**config.mk**
```make
export PLATFORM = sky130hd
export DESIGN_NAME = multi_cycle_control
export DESIGN_NICKNAME = d
export VERILOG_FILES = /design/src/rtl/multi_cycle_control.sv
export SDC_FILE = /design/constraint.sdc
export NUM_CORES = 1
export LEC_CHECK = 0
export BUFFER_PORTS_ARGS = -buffer_cell sky130_fd_sc_hd__buf_2
export CAP_MARGIN = 0
export CORE_MARGIN = 3
export CORE_UTILIZATION = 41
export CTS_BUF_LIST = sky130_fd_sc_hd__clkbuf_4
export DETAILED_ROUTE_END_ITERATION = 10
export GPL_TIMING_DRIVEN = 0
export PLACE_DENSITY = 0.88
export RECOVER_POWER = 100
export SYNTH_ARGS = -nofsm -noshare
export SYNTH_HDL_FRONTEND = slang
export SYNTH_SLANG_ARGS = --single-unit
```
**constraint.sdc**
```tcl
create_clock -name clk -period 1.78 [get_ports clk]
set_input_delay 0.445 -clock clk [delete_from_list [all_inputs] [get_ports clk]]
set_output_delay 0.445 -clock clk [all_outputs]
set_load 0.02 [all_outputs]
```
**src/rtl/multi_cycle_control.sv**
```systemverilog
// Moore multicycle control FSM for the MIPS-subset CPU; drives every DataPath control input.
// Define INTERRUPT_EN to enable the irq-pending latch and the one-cycle INT state at instruction boundaries.
module multi_cycle_control #(
    parameter int unsigned RESET_STATE_HOLD = 1
) (
    input  logic       clk,
    input  logic       reset,
    input  logic [5:0] op,
    input  logic [5:0] funct,
    input  logic       irq,
    output logic [1:0] aluControl,
    output logic [1:0] aluSrcB,
    output logic       ALUSrcA,
    output logic       PCSource,
    output logic       PCWrite,
    output logic       isBranch,
    output logic       lorD,
    output logic       MemWrite,
    output logic       IRWrite,
    output logic       RegDst,
    output logic       MemtoReg,
    output logic       RegWrite,
    output logic       isInterrupted,
    output logic       illegalOp,
    output logic [3:0] state
);

    typedef enum logic [3:0] {
        ST_IDLE    = 4'd0,
        ST_FETCH   = 4'd1,
        ST_DECODE  = 4'd2,
        ST_MEMADR  = 4'd3,
        ST_MEMRD   = 4'd4,
        ST_MEMWB   = 4'd5,
        ST_MEMWR   = 4'd6,
        ST_RTYPEEX = 4'd7,
        ST_RTYPEWB = 4'd8,
        ST_BEQEX   = 4'd9,
        ST_ADDIEX  = 4'd10,
        ST_ADDIWB  = 4'd11,
        ST_INT     = 4'd12
    } state_e;

    localparam logic [5:0] OP_RTYPE = 6'b000000;
    localparam logic [5:0] OP_LW    = 6'b100011;
    localparam logic [5:0] OP_SW    = 6'b101011;
    localparam logic [5:0] OP_BEQ   = 6'b000100;
    localparam logic [5:0] OP_ADDI  = 6'b001000;

    localparam logic [5:0] FN_ADD = 6'h20;
    localparam logic [5:0] FN_SUB = 6'h22;
    localparam logic [5:0] FN_AND = 6'h24;
    localparam logic [5:0] FN_OR  = 6'h25;

    localparam logic [1:0] ALU_ADD = 2'b00;
    localparam logic [1:0] ALU_SUB = 2'b01;
    localparam logic [1:0] ALU_AND = 2'b10;
    localparam logic [1:0] ALU_OR  = 2'b11;

    localparam logic [1:0] SRCB_REGB  = 2'b00;
    localparam logic [1:0] SRCB_FOUR  = 2'b01;
    localparam logic [1:0] SRCB_IMM   = 2'b10;
    localparam logic [1:0] SRCB_IMMSH = 2'b11;

    localparam logic [3:0] HOLD_LAST = 4'(RESET_STATE_HOLD - 1);

    state_e     state_q, state_d;
    logic [3:0] hold_q, hold_d;
    logic       funct_ok;
    logic       op_illegal;
    state_e     boundary_state;

`ifdef INTERRUPT_EN
    logic pending_q, pending_d;
`else
    logic unused_irq;
    assign unused_irq = irq;
`endif

    always_comb begin
        funct_ok = (funct == FN_ADD) || (funct == FN_SUB) ||
                   (funct == FN_AND) || (funct == FN_OR);
        op_illegal = !((op == OP_LW) || (op == OP_SW) || (op == OP_BEQ) ||
                       (op == OP_ADDI) || ((op == OP_RTYPE) && funct_ok));
    end

    // Every transition that would land on FETCH is diverted through INT while an interrupt is pending.
`ifdef INTERRUPT_EN
    assign boundary_state = pending_q ? ST_INT : ST_FETCH;
`else
    assign boundary_state = ST_FETCH;
`endif

    // NOTE: sequential state uses non-blocking assignments so every register samples pre-edge values.
    always_ff @(posedge clk or posedge reset) begin
        if (reset) begin
            state_q <= ST_IDLE;
            hold_q  <= '0;
`ifdef INTERRUPT_EN
            pending_q <= 1'b0;
`endif
        end else begin
            state_q <= state_d;
            hold_q  <= hold_d;
`ifdef INTERRUPT_EN
            pending_q <= pending_d;
`endif
        end
    end

`ifdef INTERRUPT_EN
    // A held irq re-arms pending even in the cycle INT is clearing it.
    assign pending_d = irq | (pending_q & (state_q != ST_INT));
`endif

    // NOTE: every variable written here gets a default first, so no latch can be inferred.
    always_comb begin
        state_d = state_q;
        hold_d  = '0;
        unique case (state_q)
            ST_IDLE: begin
                hold_d = hold_q + 4'd1;
                if (hold_q == HOLD_LAST) state_d = boundary_state;
            end
            ST_FETCH:  state_d = ST_DECODE;
            ST_DECODE: begin
                if (op_illegal)             state_d = boundary_state;
                else if (op == OP_LW || op == OP_SW) state_d = ST_MEMADR;
                else if (op == OP_RTYPE)    state_d = ST_RTYPEEX;
                else if (op == OP_BEQ)      state_d = ST_BEQEX;
                else                        state_d = ST_ADDIEX;
            end
            ST_MEMADR:  state_d = (op == OP_LW) ? ST_MEMRD : ST_MEMWR;
            ST_MEMRD:   state_d = ST_MEMWB;
            ST_MEMWB:   state_d = boundary_state;
            ST_MEMWR:   state_d = boundary_state;
            ST_RTYPEEX: state_d = ST_RTYPEWB;
            ST_RTYPEWB: state_d = boundary_state;
            ST_BEQEX:   state_d = boundary_state;
            ST_ADDIEX:  state_d = ST_ADDIWB;
            ST_ADDIWB:  state_d = boundary_state;
`ifdef INTERRUPT_EN
            ST_INT:     state_d = ST_FETCH;
`endif
            default:    state_d = ST_IDLE;
        endcase
    end

    always_comb begin
        aluControl    = ALU_ADD;
        aluSrcB       = SRCB_REGB;
        ALUSrcA       = 1'b0;
        PCSource      = 1'b0;
        PCWrite       = 1'b0;
        isBranch      = 1'b0;
        lorD          = 1'b0;
        MemWrite      = 1'b0;
        IRWrite       = 1'b0;
        RegDst        = 1'b0;
        MemtoReg      = 1'b0;
        RegWrite      = 1'b0;
        isInterrupted = 1'b0;
        illegalOp     = 1'b0;
        unique case (state_q)
            ST_FETCH: begin
                IRWrite = 1'b1;
                aluSrcB = SRCB_FOUR;
                PCWrite = 1'b1;
            end
            ST_DECODE: begin
                aluSrcB   = SRCB_IMMSH;
                illegalOp = op_illegal;
            end
            ST_MEMADR: begin
                ALUSrcA = 1'b1;
                aluSrcB = SRCB_IMM;
            end
            ST_MEMRD:  lorD = 1'b1;
            ST_MEMWB: begin
                MemtoReg = 1'b1;
                RegWrite = 1'b1;
            end
            ST_MEMWR: begin
                lorD     = 1'b1;
                MemWrite = 1'b1;
            end
            ST_RTYPEEX: begin
                ALUSrcA = 1'b1;
                unique case (funct)
                    FN_SUB:  aluControl = ALU_SUB;
                    FN_AND:  aluControl = ALU_AND;
                    FN_OR:   aluControl = ALU_OR;
                    default: aluControl = ALU_ADD;
                endcase
            end
            ST_RTYPEWB: begin
                RegDst   = 1'b1;
                RegWrite = 1'b1;
            end
            ST_BEQEX: begin
                ALUSrcA    = 1'b1;
                aluControl = ALU_SUB;
                PCSource   = 1'b1;
                isBranch   = 1'b1;
            end
            ST_ADDIEX: begin
                ALUSrcA = 1'b1;
                aluSrcB = SRCB_IMM;
            end
            ST_ADDIWB: RegWrite = 1'b1;
`ifdef INTERRUPT_EN
            ST_INT: begin
                isInterrupted = 1'b1;
                PCWrite       = 1'b1;
            end
`endif
            default: ;
        endcase
    end

    assign state = state_q;

endmodule

```
==> flow_summary.ini <==
[synthesis]
syn_nets = 103
syn_area_um2 = 677
yosysTopAreaCellShare = 0.296
synthMostInstantiatedCell = nor2_1
yosysTopAreaCell = dfrtp_1
yosysSeqAreaShare = 0.296
synth_flop_cell = dfrtp_1
yosysWarningCount = 0
synth.area.top_cells = dfrtp_1, nor2_1, nand2b_1
syn_inst = 86
syn_area_per_cell_um2 = 7.87
synthTopCellsByCount = nor2_1, dfrtp_1, a21oi_1, inv_1, nand2b_1
synth_cell_type_count = 35
synth-edff-count = 0
async_reset_ff_frac = 1.00
synth-seq-cells = 8

[placed_design]
dp_hpwl_mm = 1.46
port_buffers = 32
postPlaceCellArea_um2 = 945
dp.cells = 134
place.gp.congestion = 0.760
post-place-ws_ns = -0.411

[global_route]
grt_pass1_vias = 885
grt_max_degree = 9
track_usage = 0.263
grt_pass1_wl_mm = 3.98
antenna_found_initial = 0
grt_overflow = 0

[clock_network]
cts_made_buffers = 3
ctsHoldBuffers = 0
cts_sinks = 8
cts_tree = built
clockBufferDepth = 2
cts_max_level = 1
path_clk_slew_ns = 0.07
root_buffer = clkbuf_4
insertion_delay_ns = 0.27

[route]
route.detailed.wl_per_inst_um = 22.5
drt_wl_total_mm = 3.51
drtPass1Iterations = 4
drcViolationCount = 0
vias_per_cell = 6.23
vias = 972
first_iter_violations = 36
ant_nets = 0

[worst_setup_path]
rrSetupSlack_ns = -0.01
crit_required_ns = 1.33
worstReg2RegEnd = state[1]$_DFFE_PP0P_
path_max_fanout = 4
worstReg2RegStart = state[1]$_DFFE_PP0P_
worstSetupStartpointType = primary input
endpoint_kind = output port
crit_type = primary input to output port
r2r_cells = 7
worstPathArrival_ns = 1.69

[die]
fp.dieW_um = 46.6
rows = 14
boundaryPins = 35
initial_core_util = 0.444
die_h_um = 46.6
die_area_mm2 = 0.00217
core_area_mm2 = 0.00152

[timing]
maxSlewViolCount = 0
period_share = 1.20
worstMarginPinSlew_ns = 0.585
period_minus_slack_ns = 2.13
fmax_mhz = 469
final_hold_viol_count = 0
fin_ws_ns = -0.353
rsz0062_at_grt = true
fin_hold_ws_ns = 0.113
final-setup-viol-count = 15
skew_ns = 0.0105
slew_headroom = 0.606

[run_status]
violations = negative setup slack
status = finished with violations

[finish]
design_area_mm2 = 0.00130
fin_cells = 156
syn2layout_area_growth_pct = 92.4
drive_gt1_frac = 0.550
diodes = 0
nets = 158

[power]
switching_share = 0.486
seqPwrFrac = 0.148
ir_drop_mv = 1.00
p_clk_frac = 0.082
leakage_uw = 0.000598
pwr-share-comb = 0.770
p_int_uw = 1130
total_switching_power_uw = 1070
p_per_area_mw_per_mm2 = 1690

[min_path]
worstHoldPathType = primary input to asynchronous set/reset pin

[flow_run]
maxCapViolations = 0
[per-layer routing]
metal,part of all wire,vias to the layer above,track usage
met5,0,-,0
met4,0.068,0,0.199
met3,0.074,24,0.0781
met2,0.50,71,0.396
met1,0.35,460,0.309
li1,-,417,-
[cell type report]
class	instances	area, µm²
tap	16	20.0
inverter	5	18.8
timing repair buffer	51	389
clock buffer	4	30.0
multi-input combinational	66	571
buffer	6	73.8
sequential	8	200
fill	93	221
[power groups by stage]
stage | Clock [µW] | Combinational [µW] | Sequential (µW)
floorplan | 0 | 724 | 322
global placement | 0 | 1020 | 276
detailed placement | 0 | 1040 | 281
CTS | 170 | 1440 | 306
global route | 191 | 1770 | 333
finish | 180 | 1700 | 326
[placed cells by master (no fill, tap or decap), drive strengths merged, types with 2 or more instances in the layout]
cell type	count
nor4b	2
inv	5
xor2	2
nor2	14
o32ai	2
clkbuf	12
mux2i	2
nor3b	2
nor3	3
ha	2
dfrtp	8
or2	2
nand2	4
a21oi	5
a31oi	2
buf	49
o311ai	2
nand2b	5
[metrics by stage]
step / power [µW] / TNS (ns) / util
final: 2200 / -1.90 / 0.855
after global routing: 2290 / -2.82 / 0.855
after CTS: 1920 / -0.598 / 0.796
after detailed placement: 1320 / -0.484 / 0.620
after global placement: 1290 / -0.384 / 0.620
after floorplan: 1050 / -0.204 / -
[sequential cells by signal (all words and copies together), names as in the netlist]
signal,flops
state,4
hold_q,4
[what timing repair did]
action | 4_1_cts | 5_1_grt
resized for setup | 35 | 20
setup endpoints to repair | 14 | 12
pin swaps | 6 | 6
setup buffers | 15 | 4
gates cloned | 0 | 0
[worst max-delay path by stage]
| stage | startpoint | to | depth (start not counted) | slack [ns] |
|---|---|---|---|---|
| finish | funct[2] | illegalOp | 6 | -0.35 |
| global route | funct[5] | illegalOp | 6 | -0.40 |
| CTS | funct[2] | illegalOp | 6 | -0.36 |
| detailed placement | funct[2] | illegalOp | 6 | -0.41 |
| global placement | funct[2] | illegalOp | 6 | -0.38 |
| floorplan | funct[2] | illegalOp | 4 | -0.19 |
[logic make-up after synthesis]
| group | count (synthesis) | synth area share |
|---|---|---|
| adders and majority gates | 2 | 0.0370 |
| other | 1 | 0.00554 |
| and+or+nand+nor | 39 | 0.303 |
| buffers and inverters | 12 | 0.0832 |
| AOI/OAI and AO/OA | 19 | 0.207 |
| muxes | 2 | 0.0296 |
| DFF | 8 | 0.296 |
| xor gates and xnor gates | 3 | 0.0388 |
[worst max-delay path: stages]
cell	delay (ns)
buf_6	0.10
nor2b_4	0.11
o21a_1	0.21
o41a_1	0.35
a2111oi_4	0.28
buf_4	0.19
No activity file was read; power rests on OpenSTA's default activity.
